## src/rtl/axi_pkt_gen.sv

```systemverilog
// AXI-stream burst generator: emits num_pkts packets of pkt_len words, with a configurable idle gap.
// One-cycle start latency, one word per cycle when o_tready is held; outputs stay stable under backpressure.
module axi_pkt_gen #(
  parameter int WIDTH = 32
) (
  input  logic             clk,
  input  logic             reset,
  input  logic             clear,
  input  logic             start,
  input  logic [15:0]      pkt_len,
  input  logic [15:0]      num_pkts,
  input  logic [7:0]       gap,
  output logic [WIDTH-1:0] o_tdata,
  output logic             o_tlast,
  output logic             o_tvalid,
  input  logic             o_tready,
  output logic             busy,
  output logic             done,
  output logic [15:0]      pkt_count
);

  localparam logic [1:0] IDLE = 2'd0;
  localparam logic [1:0] DATA = 2'd1;
  localparam logic [1:0] GAP  = 2'd2;
  localparam logic [1:0] FIN  = 2'd3;

  logic [1:0]  state;
  logic [15:0] len_q;
  logic [15:0] npkts_q;
  logic [7:0]  gap_q;
  logic [7:0]  gap_cnt;
  logic [15:0] word_idx;
  logic [15:0] pkt_num;
  logic        xfer;
  logic        last_word;
  logic        last_pkt;

  assign xfer      = o_tvalid & o_tready;
  assign last_word = (word_idx == len_q - 16'd1);
  assign last_pkt  = (pkt_num == npkts_q - 16'd1);

  always_ff @(posedge clk) begin
    if (reset || clear) begin
      state     <= IDLE;
      len_q     <= '0;
      npkts_q   <= '0;
      gap_q     <= '0;
      gap_cnt   <= '0;
      word_idx  <= '0;
      pkt_num   <= '0;
      pkt_count <= '0;
    end else begin
      case (state)
        IDLE: begin
          if (start) begin
            len_q     <= pkt_len;
            npkts_q   <= num_pkts;
            gap_q     <= gap;
            word_idx  <= '0;
            pkt_num   <= '0;
            pkt_count <= '0;
            state     <= (pkt_len == 16'd0 || num_pkts == 16'd0) ? FIN : DATA;
          end
        end
        DATA: begin
          if (xfer) begin
            if (last_word) begin
              word_idx  <= '0;
              pkt_num   <= pkt_num + 16'd1;
              pkt_count <= pkt_count + 16'd1;
              if (last_pkt) begin
                state <= FIN;
              end else if (gap_q != 8'd0) begin
                // counts down to zero so GAP lasts exactly gap_q cycles
                state   <= GAP;
                gap_cnt <= gap_q - 8'd1;
              end
            end else begin
              word_idx <= word_idx + 16'd1;
            end
          end
        end
        GAP: begin
          if (gap_cnt == 8'd0) state <= DATA;
          else                 gap_cnt <= gap_cnt - 8'd1;
        end
        FIN:     state <= IDLE;
        default: state <= IDLE;
      endcase
    end
  end

  // Outputs decode straight from registered state, so they cannot change while stalled.
  assign o_tvalid = (state == DATA);
  assign o_tlast  = o_tvalid & last_word;
  assign busy     = (state != IDLE);
  assign done     = (state == FIN);

  always_comb begin
    o_tdata = '0;
    if (o_tvalid) o_tdata[31:0] = {pkt_num, word_idx};
  end

endmodule

```

## config.mk

```make
export PLATFORM = sky130hd
export DESIGN_NAME = axi_pkt_gen
export DESIGN_NICKNAME = d
export VERILOG_FILES = /design/src/rtl/axi_pkt_gen.sv
export SDC_FILE = /design/constraint.sdc
export NUM_CORES = 1
export LEC_CHECK = 0
export ABC_AREA = 1
export CAP_MARGIN = 10
export CORE_ASPECT_RATIO = 0.6
export CORE_MARGIN = 2
export CORE_UTILIZATION = 55
export CTS_CLUSTER_SIZE = 30
export DETAILED_ROUTE_END_ITERATION = 16
export PLACE_DENSITY = 0.81
export SLEW_MARGIN = 20
export SYNTH_ARGS = -nofsm -noshare
export SYNTH_HDL_FRONTEND = slang
export SYNTH_SLANG_ARGS = --single-unit
export TNS_END_PERCENT = 20
```

## constraint.sdc

```tcl
create_clock -name clk -period 3.57 [get_ports clk]
set_input_delay 0.8925 -clock clk [delete_from_list [all_inputs] [get_ports clk]]
set_output_delay 0.8925 -clock clk [all_outputs]
set_load 0.01 [all_outputs]
```

# Yosys cells after proc, flatten, opt, wreduce, memory -nomap -nowiden
# Cells that the tools add are included.
dict set report word_totals {
  ff_bits 98
  latchBits 0
  ramBits 0
  mem_bits_ro 0
  wordCells 70
  n_memories 0
}
dict set report classes {
  add_sub_neg 7
  multipliers 0
  div_mod_pow 0
  magnitude_cmp 0
  eq_ne 13
  shift 0
  mux 25
  n_bitwise 2
  n_reduce_logical 15
}
# operator n
set op_table {}
lappend op_table {{16-bit two-way mux} 7}
lappend op_table {{16-bit case mux with 2 select lines} 3}
lappend op_table {{16-bit by 1-bit adder with 16-bit output, second input constant} 3}
lappend op_table {{8-bit two-way mux} 5}
lappend op_table {{16-bit equality test} 2}
lappend op_table {{16-bit logical NOT} 2}
lappend op_table {{32-bit two-way mux} 1}
lappend op_table {{16-bit by 1-bit subtractor with 16-bit output, second input constant} 2}
lappend op_table {{8-bit case mux with 2 select lines} 1}
lappend op_table {{8-bit by 1-bit subtractor with 8-bit output, second input constant} 2}
lappend op_table {{2-bit two-way mux} 7}
lappend op_table {{8-bit logical NOT} 1}
lappend op_table {{2-bit != test, second input constant} 4}
lappend op_table {{2-bit case mux with 4 select lines} 1}
lappend op_table {{8-bit nonzero test} 1}
lappend op_table {{2-bit by 1-bit != test with 1-bit output, second input constant} 3}
lappend op_table {{6-bit AND reduction} 1}
lappend op_table {{2-bit nonzero test} 3}
lappend op_table {{5-bit AND reduction} 1}
lappend op_table {{2-bit equality test, second input constant} 2}
lappend op_table {{4-bit AND reduction} 1}
lappend op_table {{3-bit by 1-bit != test with 1-bit output, second input constant} 1}
lappend op_table {{3-bit AND reduction} 1}
lappend op_table {{1-bit AND} 2}
lappend op_table {{other kinds (4)} 5}

# Logic depth before layout (Yosys ltp)
# Gate-level depths: netlist (run 1).
dict set report depth {
  ltp_word 6
  mapped_depth 19
  mapped_depth_nobuf 18
}

# Worst setup path after synthesis (run 1)
# No wires, ideal clock.
dict set report synth_timing {
  kind {reg2out}
  start {register len_q[0]}
  end {output port o_tlast}
  arrival_time_ns 1.646
  required_time_ns 2.678
  path_slack_ns 1.031
  stages_incl_launch_ff 13
  n_path_buf 0
  path_cell_list {dfxtp_1 > inv_2 > ha_1 > or2_1 > nand2_1 > nand2_1 > nand2_1 > nand3_1 > nor2_1 > nand2_1 > nor2_1 > nand2_2 > nor2_1}
}
dict set report synth_via {
  elab_chain_cells 3
}
# element line
set synth_lines {}
lappend synth_lines {{start, declared} 28} ;# logic [15:0] len_q;
lappend synth_lines {{start signal, assigned} 56} ;# len_q <= pkt_len;
lappend synth_lines {{16-bit by 1-bit subtractor with 16-bit output} 39} ;# assign last_word = (word_idx == len_q - 16'd1);
lappend synth_lines {{16-bit equality test} 39}
lappend synth_lines {{1-bit AND} 95} ;# assign o_tlast = o_tvalid & last_word;
lappend synth_lines {{end, declared} 14} ;# output logic o_tlast,
# No other way between the ends.

# Final worst setup path (run 1)
# Ends and elaborated chain as after synthesis.

==> flow_summary_export.csv, run 1 <==
group,metric,value,unit
place,gp_congestion,0.995,
die,rows,30,
setup_path,end_kind,"output pin",
synth,syn_avg_cell_area,6.19,um^2
cells_and_area,final_layout_size_suffix_gt1_frac,0.0500,
power,vdd_drop_max,0.257,mV
cells_and_area,fill_cells,1009,
synth,ys_warn_count,0,
global_routing,overflow,0,
die,io-pin-count,97,
clock_tree,cts_tree,"done",
drt,drc,0,
worst_hold_path,hold-path-cell-count,2,
sta,slew_headroom,0.490,
synth,synth_compound_area_frac,0.114,
die,initial_utilization,0.558,
global_routing,grt_max_degree,52,
global_routing,grt_first_pass_wirelength,29100,um
sta,timing.fmax,0.315,GHz
job,cap_violations,0,
synth,syn-instance-count,1005,
setup_path,r2r-start,"len_q[0]",
drt,wl,17900,um
setup_path,reg2reg_depth,15,
sta,hold_viol,0,
worst_hold_path,hp-class,"reg2reg",
synth,synth_top_family_by_area,"simple AND/OR/NAND/NOR gates",
synth,async_flop_share,0,
synth,syn-cell-area,0.00622,mm^2
cells_and_area,antenna_cells,0,
synth,synthMuxAreaShare,0,
cells_and_area,stdcell_count,1244,
die,die_h,86.4,um
global_routing,antenna_found_initial,0,
synth,seq_area_frac_synth,0.315,
place,dp_hpwl,13400,um
drt,drt_iter0_drc,671,
setup_path,cpMaxStageDelayCell,"dfxtp_1",
clock_tree,cts-buffers-inserted,9,
clock_tree,cts-resized-gates,0,
cells_and_area,seq_area,0.00196,mm^2
setup_path,crit_chain,"inv_2, ha_2, or2_1, nand2_1, nand2_1, nand2_1, nand3_1, nor2_1, nand2_1, nor2_1, nand2_2, nor2_1, buf_4, dlymetal6s2s_1",
setup_path,critPathBufInv,3,
setup_path,reg2reg_slack,870,ps
drt,drt_pre_antenna_iters,5,
setup_path,critPathLaunchType,"flip-flop",
cells_and_area,multiInputGateArea,0.00365,mm^2
place,place_inst,1228,
sta,fin_ws,393,ps
sta,finalSetupTns,0,ps
synth,synth_ff_type,"dfxtp_1",
cells_and_area,area_delta_synth_final,22.9,%
setup_path,cp.required,2680,ps
sta,setup_viol,0,
synth,synth-seq-cells,98,
synth,synth_edf_count,0,
drt,num_vias,6701,
clock_tree,cts_buffer_depth,2,
synth,synth_adder_area_share,0.0121,
place,preCtsSetupSlack,393,ps
setup_path,critPathKind,"reg2out",
power,p_total,2.82,mW
clock_tree,clock_sinks,98,
setup_path,crit_top_cell,"nand2_1",
clock_tree,root_buffer,"clkbuf_16",
global_routing,grt_pass1_vias,5756,
drt,ant_nets,0,
clock_tree,htreeDepth,3,
setup_path,crit_path_max_incr_delay,370,ps
power,powerDensity,368,mW/mm^2
setup_path,worstReg2RegEnd,"pkt_count[3]",
clock_tree,path_clk_slew,70,ps
sta,worstMarginPinSlew,758,ps
sta,min_period_over_period,0.890,
run_status,status,"complete, no violations",
power,p_leak,3.09,nW
clock_tree,cts_hold_buf,0,
die,die_x,141,um
die,die-area,0.0122,mm^2
clock_tree,worstSkewPairLatency,350,ps
sta,finalClockSkew,8.45,ps
synth,synth_xor_area_frac,0.0746,
sta,fin_crit,3180,ps
global_routing,gr-usage-all-layers,0.297,
cells_and_area,layout.nets,1146,
setup_path,crit_fanout,5,
synth,synth.net_count,1056,
place,placed_area,0.00733,mm^2
synth,synth-simple-area-share,0.385,
worst_hold_path,min-delay-start,"gap_q[3]",
worst_hold_path,holdPathEnd,"gap_q[3]",
clock_tree,post-cts-setup-buffer-count,0,
synth,ys_types,33,
cells_and_area,fin_area,0.00765,mm^2
sta,slew_viol_final,0,
place,portBuffers,96,
setup_path,crit_family,"simple AND/OR/NAND/NOR gates",
drt,vias_per_cell,5.39,
sta,rsz0062_at_grt,"no",
setup_path,cp.arrival,2280,ps
drt,routedWlPerCell,14.4,um
die,core-area,0.0111,mm^2
## power breakdown
part           switching (mW)  internal (mW)
clock network           0.430          0.603
registers              0.0324           1.12
logic                   0.397          0.229
total                   0.859           1.96
## worst max path at each step
stage                     startpoint       to  depth (start not counted)
after floorplan             len_q[0]  o_tlast                         12
after global placement      len_q[0]  o_tlast                         14
after detailed placement    len_q[0]  o_tlast                         14
after CTS                   len_q[0]  o_tlast                         14
after global routing        len_q[0]  o_tlast                         14
final                       len_q[0]  o_tlast                         14
## registers in the layout (all words and copies together), names as in the netlist
signal     flops
gap_q          8
word_idx      16
pkt_count     16
gap_cnt        8
npkts_q       16
state          2
len_q         16
pkt_num       16
## cell usage after synthesis (2+ instances only)
cell type,instances,area share
nor2_2,9,0.0090
nand2_1,221,0.13
nor4_1,12,0.012
and3_1,2,0.0020
a211oi_1,2,0.0024
nor2_1,179,0.11
xor2_1,40,0.056
inv_2,2,0.0012
dfxtp_1,98,0.32
nand3_2,2,0.0032
nor2_4,3,0.0054
nand4_1,19,0.019
a21oi_2,2,0.0028
nor3_1,27,0.022
o21ai_0,64,0.051
nand3b_1,10,0.012
o21ai_1,3,0.0024
clkbuf_1,20,0.012
nand2_2,5,0.0050
xnor2_1,13,0.018
nand3_1,62,0.050
inv_1,119,0.072
buf_2,9,0.0072
a21oi_1,66,0.053
buf_6,3,0.0054
ha_1,6,0.012
## metal layers
layer / up-vias / track usage / routed length [um]
met2: 298 / 0.402 / 6740
li1: 3401 / - / -
met4: 0 / 0.0518 / 100
met5: - / 0 / 0
met1: 2993 / 0.482 / 9280
met3: 9 / 0.0564 / 1810
## layout make-up
cell class                      instances  area share
Clock buffer                           13      0.0353
Multi-Input combinational cell        753       0.478
Inverter                              122      0.0599
Timing Repair Buffer                  111       0.141
Tap cell                              144      0.0236
Clock inverter                          3     0.00605
Sequential cell                        98       0.257
## worst reg2reg max path: cells and delay by family (launching register included)
family	cells	cell delay (ps)
compound gates	2	730
fa+ha+maj	1	210
buf+inv	2	360
simple gates	10	950
flops	1	370
## through the flow
stage	utilization	hold WS, ps
floorplan	-	449
global placement	0.657	470
detailed placement	0.657	474
CTS	0.686	483
global route	0.686	512
finish	0.686	483
## cells by family (layout without fill, tap and decap cells)
group,count (synthesis),count (layout)
and+or+nand+nor,555,555
buffers and inverters,154,249
AOI/OAI and AO/OA,139,139
DFF,98,98
xor gates and xnor gates,53,53
adders and majority gates,6,6
## placed cells by master, fill, tap and decap left out, types with 2 or more instances in the layout
| cell | netlist | routed |
|---|---|---|
| nor3_1 | 27 | 27 |
| nand2_1 | 221 | 221 |
| a21oi_2 | 2 | 2 |
| dfxtp_1 | 98 | 98 |
| nor2_1 | 179 | 178 |
| inv_2 | 2 | 2 |
| nand2_2 | 5 | 5 |
| nand3_2 | 2 | 2 |
| nor2_2 | 9 | 10 |
| clkdlybuf4s50_1 | 0 | 95 |
| and3_1 | 2 | 2 |
| ha_1 | 6 | 5 |
| nand3_1 | 62 | 62 |
| nor2_4 | 3 | 3 |
| xnor2_1 | 13 | 13 |
| nor4_1 | 12 | 12 |
| clkbuf_16 | 0 | 9 |
| a21oi_1 | 66 | 66 |
| nand3b_1 | 10 | 10 |
| o21ai_1 | 3 | 3 |
| a211oi_1 | 2 | 2 |
| nand4_1 | 19 | 19 |
| buf_4 | 0 | 15 |
| xor2_1 | 40 | 40 |
| o21ai_0 | 64 | 64 |
| clkbuf_8 | 0 | 3 |
| inv_1 | 119 | 119 |
No activity file was read; power rests on OpenSTA's default activity.
==> run 2, diff against run 1 <==
CORE_UTILIZATION = 50   (was 55)
GPL_TIMING_DRIVEN = 0   (was unset)
PLACE_DENSITY = 0.78   (was 0.81)
clock period = 2.9 ns   (was 3.57 ns; I/O delays follow)
==> run 2 against run 1 <==
Against the previous run: sequential cell count stayed put; hold slack gained 17 ps; clock skew is 3.6 ps lower; clock power is 25% higher; register-to-register slack got worse by 530 ps; routed wire length grew 9.2%; sequential power is 22% higher; critical path type unchanged.
==> flow_summary_export.csv, run 2 (synthesis gave the netlist of run 1 again) <==
group,metric,value,unit
sta,worstMarginPinSlew,856,ps
power,power_switching,1.11,mW
place,dp_hpwl,14700,um
setup_path,reg2reg_depth,17,
setup_path,r2r-start,"len_q[0]",
clock_tree,root_buffer,"clkbuf_16",
drt,vias_per_cell,5.44,
drt,drt_pre_antenna_iters,5,
power,powerDensity,452,mW/mm^2
die,die_h,90.4,um
worst_hold_path,hp-class,"reg2reg",
clock_tree,cts_tree,"done",
drt,ant_nets,0,
setup_path,critPathKind,"reg2out",
setup_path,crit_top_cell,"nand2_1",
cells_and_area,area_delta_synth_final,25.8,%
drt,routedWlPerCell,15.2,um
setup_path,reg2reg_slack,340,ps
setup_path,crit_path_max_incr_delay,350,ps
clock_tree,clock_sinks,98,
cells_and_area,fill_cells,1160,
setup_path,end_kind,"output pin",
cells_and_area,final_core_util,0.647,
cells_and_area,stdcell_count,1286,
sta,fin_ws,3.99,ps
sta,finalSetupTns,0,ps
global_routing,overflow,0,
clock_tree,htreeDepth,3,
run_status,status,"complete, no violations",
setup_path,worstReg2RegEnd,"word_idx[13]",
power,power_switching_share,0.312,
drt,drc,0,
sta,rsz0062_at_grt,"yes",
die,die_x,148,um
power,vdd_drop_max,0.328,mV
global_routing,grt_first_pass_wirelength,30800,um
worst_hold_path,min-delay-start,"pkt_count[15]",
die,die-area,0.0134,mm^2
drt,wl,19600,um
die,io-pin-count,97,
setup_path,cpMaxStageDelayCell,"dfxtp_2",
cells_and_area,layout_common_cells,"221 x nand2_1, 177 x nor2_1, 117 x inv_1",
sta,setup_viol,0,
cells_and_area,layout.nets,1168,
clock_tree,path_clk_slew,60,ps
cells_and_area,multiInputGateArea,0.00370,mm^2
setup_path,critPathLaunchType,"flip-flop",
worst_hold_path,holdPathEnd,"pkt_count[15]",
sta,min_period_over_period,0.999,
global_routing,grt_max_degree,16,
place,portBuffers,96,
global_routing,grt_pass1_vias,5951,
power,p_int,2.43,mW
power,p_leak,3.38,nW
die,core-area,0.0121,mm^2
sta,fin_crit,2900,ps
power,clockPowerShare,0.363,
clock_tree,cts-buffers-inserted,9,
setup_path,cp.arrival,2170,ps
cells_and_area,fin_area,0.00783,mm^2
sta,hold_viol,0,
power,seqPwrFrac,0.403,
die,initial_utilization,0.514,
sta,hold_slack,500,ps
drt,drt_iter0_drc,708,
clock_tree,worstSkewPairLatency,350,ps
power,p_comb_frac,0.234,
global_routing,gr-usage-all-layers,0.288,
place,gp_congestion,0.966,
job,cap_violations,0,
die,rows,31,
clock_tree,cts_buffer_depth,2,
cells_and_area,seq_area,0.00197,mm^2
sta,slew_viol_final,0,
power,p_total,3.54,mW
sta,finalClockSkew,4.85,ps
drt,num_vias,6991,
place,preCtsSetupSlack,-438,ps
cells_and_area,antenna_cells,0,
setup_path,crit_chain,"inv_4, ha_4, nand3_4, nor2_4, nand2_1, nand2_1, nand2_1, nor2_1, nand2_1, nor2_2, nand2_4, nor2_4, buf_6",
place,place_inst,1266,
global_routing,antenna_found_initial,0,
sta,timing.fmax,0.345,GHz
cells_and_area,final_layout_size_suffix_gt1_frac,0.0607,
place,placed_area,0.00739,mm^2
sta,slew_headroom,0.424,
setup_path,cp.required,2170,ps
worst_hold_path,hold-path-cell-count,2,
cells_and_area,final_common_cell,"nand2_1",
setup_path,crit_fanout,7,
-- run 2: cell types whose count changed in the layout (fill, tap and decap cells not counted), sizes merged --
cell / delta
bufinv: +1
dlygate4sd2: +10
clkdlybuf4s50: -21
clkbuf: +15
dlymetal6s2s: +10
clkinvlp: +2
inv: -1
buf: +5
-- run 2: worst max-delay path: cells and delay by family (launching register included) --
kind                     cells  cell delay (ps)
AND/OR/NAND/NOR             10             1090
adder cells (fa/ha/maj)      1              150
flip-flops                   1              350
buffers and inverters        2              210
-- run 2: per-layer routing --
metal  up-vias  track usage  share of wire
li1       3436            -              -
met1      3161        0.470           0.50
met2       368        0.365           0.37
met3        26       0.0727           0.12
met4         0       0.0643          0.012
met5         -            0              0
-- run 2: cell type report --
class	instances	area share
timing repair buffer	101	0.130
inverter	122	0.0593
clock inverter	5	0.0102
clock buffer	10	0.0292
multi-input combinational	753	0.472
sequential	98	0.251
tap	165	0.0264
buffer	32	0.0224
-- run 2: power by group through the flow --
stage          Clock, mW  Combinational (mW)  Sequential [mW]
4_1_cts             1.29               0.800             1.42
3_3_place_gp           0               0.763             1.45
5_1_grt             1.35               0.906             1.43
2_1_floorplan          0               0.547             1.44
3_5_place_dp           0               0.778             1.45
6_report            1.29               0.827             1.42
-- run 2: worst max-delay path by stage --
stage / start / depth (start not counted) / end
global placement: len_q[0] / 13 / o_tlast
floorplan: len_q[0] / 12 / o_tlast
global route: len_q[0] / 13 / o_tlast
detailed placement: len_q[0] / 13 / o_tlast
CTS: len_q[0] / 13 / o_tlast
finish: len_q[0] / 13 / o_tlast
-- run 2: what timing repair did --
item,CTS,global route
buffers inserted,3,2
hold buffers,0,0
endpoints found under the setup margin,33,22
pin swaps,4,5
resized for setup,33,19
==> run 3, diff against run 2 <==
CORE_MARGIN = 10   (was 2)
GPL_TIMING_DRIVEN = 1   (was 0)
==> run 3 against run 2 <==
Against the previous run: sequential share of layout area is 0.17 points higher; combinational power is 3.4% lower; clock-buffer cell count is 2 higher; routed wire length is 0.83% lower; non-clock buffer count is 11 lower; sequential power hardly changed; clock skew is 4.1 ps higher; clock power is 12% lower; cell count is 0.78% lower; critical path type unchanged; sequential cell count stayed put; utilization is 0.51 points lower; via count is 2.9% lower.
==> flow_summary_export.csv, run 3 (synthesis gave the netlist of run 1 again) <==
group,metric,value,unit
run_status,status,"complete, no violations",
clock_tree,cts-buffers-inserted,9,
die,initial_utilization,0.514,
global_routing,gr-usage-all-layers,0.218,
clock_tree,htreeDepth,3,
sta,fin_crit,2850,ps
place,gp_congestion,0.948,
global_routing,use_met2,0.278,
power,p_total,3.35,mW
sta,setup_viol,0,
cells_and_area,fill_cells,1137,
setup_path,reg2reg_slack,470,ps
job,cap_violations,0,
global_routing,grtUsageMet1,0.343,
drt,ant_nets,0,
global_routing,antenna_found_initial,0,
setup_path,endpoint,"o_tdata[21]",
die,die_x,164,um
clock_tree,clock_sinks,98,
die,rows,31,
global_routing,overflow,0,
drt,routedWlPerCell,15.2,um
setup_path,critPathKind,"reg2out",
sta,slew_headroom,0.538,
die,io-pin-count,97,
sta,slew_viol_final,0,
cells_and_area,antenna_cells,0,
cells_and_area,seq_area,0.00196,mm^2
drt,vias_per_cell,5.32,
sta,fin_ws,48.2,ps
setup_path,cp.required,2170,ps
setup_path,startpoint,"state[0]",
setup_path,crit_fanout,15,
cells_and_area,layout_common_cells,"221 x nand2_1, 176 x nor2_1, 119 x inv_1",
setup_path,cp.arrival,2130,ps
sta,rsz0062_at_grt,"yes",
cells_and_area,final_layout_size_suffix_gt1_frac,0.0621,
drt,wl,19400,um
place,portBuffers,96,
clock_tree,worstSkewPairLatency,350,ps
global_routing,busiest_layer,"met1",
setup_path,worstReg2RegEnd,"pkt_num[7]",
cells_and_area,multiInputGateArea,0.00369,mm^2
sta,finalClockSkew,8.95,ps
setup_path,critPathLaunchType,"flip-flop",
global_routing,grt_max_degree,52,
worst_hold_path,hp-class,"reg2reg",
cells_and_area,area_delta_synth_final,24.8,%
die,die-area,0.0175,mm^2
drt,drt_pre_antenna_iters,8,
setup_path,reg2reg_depth,15,
power,p_leak,3.12,nW
global_routing,grtUsageMet3,0.0659,
power,powerDensity,432,mW/mm^2
cells_and_area,final_common_cell,"nand2_1",
clock_tree,path_clk_slew,70,ps
clock_tree,root_buffer,"clkbuf_16",
die,die_h,106,um
global_routing,grt_pass1_vias,5943,
global_routing,grt_first_pass_wirelength,31300,um
clock_tree,cts_buffer_depth,2,
setup_path,r2r-start,"len_q[4]",
drt,drc,0,
clock_tree,cts_tree,"done",
drt,num_vias,6786,
drt,drt_iter0_drc,577,
cells_and_area,layout.nets,1157,
sta,min_period_over_period,0.983,
sta,hold_viol,0,
place,preCtsSetupSlack,-50.6,ps
die,core-area,0.0121,mm^2
power,vdd_drop_max,0.323,mV
setup_path,end_kind,"output pin",
place,dp_hpwl,14700,um
sta,timing.fmax,0.351,GHz
sta,worstMarginPinSlew,691,ps
[run 3: worst min path at each step]
| stage | start | end | slack (ps) | depth (start not counted) |
|---|---|---|---|---|
| after floorplan | gap_q[3] | gap_q[3] | 450 | 2 |
| after global placement | gap_q[3] | gap_q[3] | 470 | 2 |
| after detailed placement | gap_q[5] | gap_q[5] | 480 | 2 |
| after CTS | gap_q[3] | gap_q[3] | 490 | 2 |
| after global routing | pkt_count[15] | pkt_count[15] | 510 | 2 |
| final | len_q[14] | len_q[14] | 490 | 2 |
[run 3: area by class of cell]
class	count	share of cell area
clock buffers	12	0.0317
clock inverters	4	0.00354
inverters	122	0.0589
multi-input cells	753	0.475
flip-flops and latches	98	0.253
well taps	165	0.0266
repair buffers	122	0.151
[run 3: critical path, cell delays in order (launching register included)]
cell and delay (ps):
dfxtp_1 360, inv_1 110, nor2_2 130, inv_1 220
buf_4 270, nor2_1 120, clkdlybuf4s50_1 560
[run 3: metrics by stage]
step                setup TNS (ps)  hold WS [ps]  area [um^2]   util  instances
floorplan                        0           449         6220      -       1005
global placement             -30.1           468         7450  0.616       1259
detailed placement           -50.6           485         7450  0.616       1259
CTS                              0           494         7740  0.639       1275
global route                  -731           507         7770  0.642       1276
finish                           0           494         7770  0.642       1276
[run 3: what timing repair did]
| action | 4_1_cts | 5_1_grt |
|---|---|---|
| resized for setup | 5 | 8 |
| buffers inserted | 0 | 1 |
| hold buffers | 0 | 0 |
| pin swaps | 1 | 2 |
| endpoints found under the setup margin | 1 | 13 |
[run 3: metal layers]
| layer | up-vias | wire length (um) | share of wire |
|---|---|---|---|
| li1 | 3418 | - | - |
| met4 | 0 | 164 | 0.0084 |
| met2 | 312 | 7190 | 0.37 |
| met3 | 16 | 2200 | 0.11 |
| met5 | - | 0 | 0 |
| met1 | 3040 | 9860 | 0.51 |
[run 3: power by group]
| part | internal (mW) | switching (mW) |
|---|---|---|
| Clock | 0.605 | 0.524 |
| Sequential | 1.38 | 0.0413 |
| Combinational | 0.297 | 0.503 |
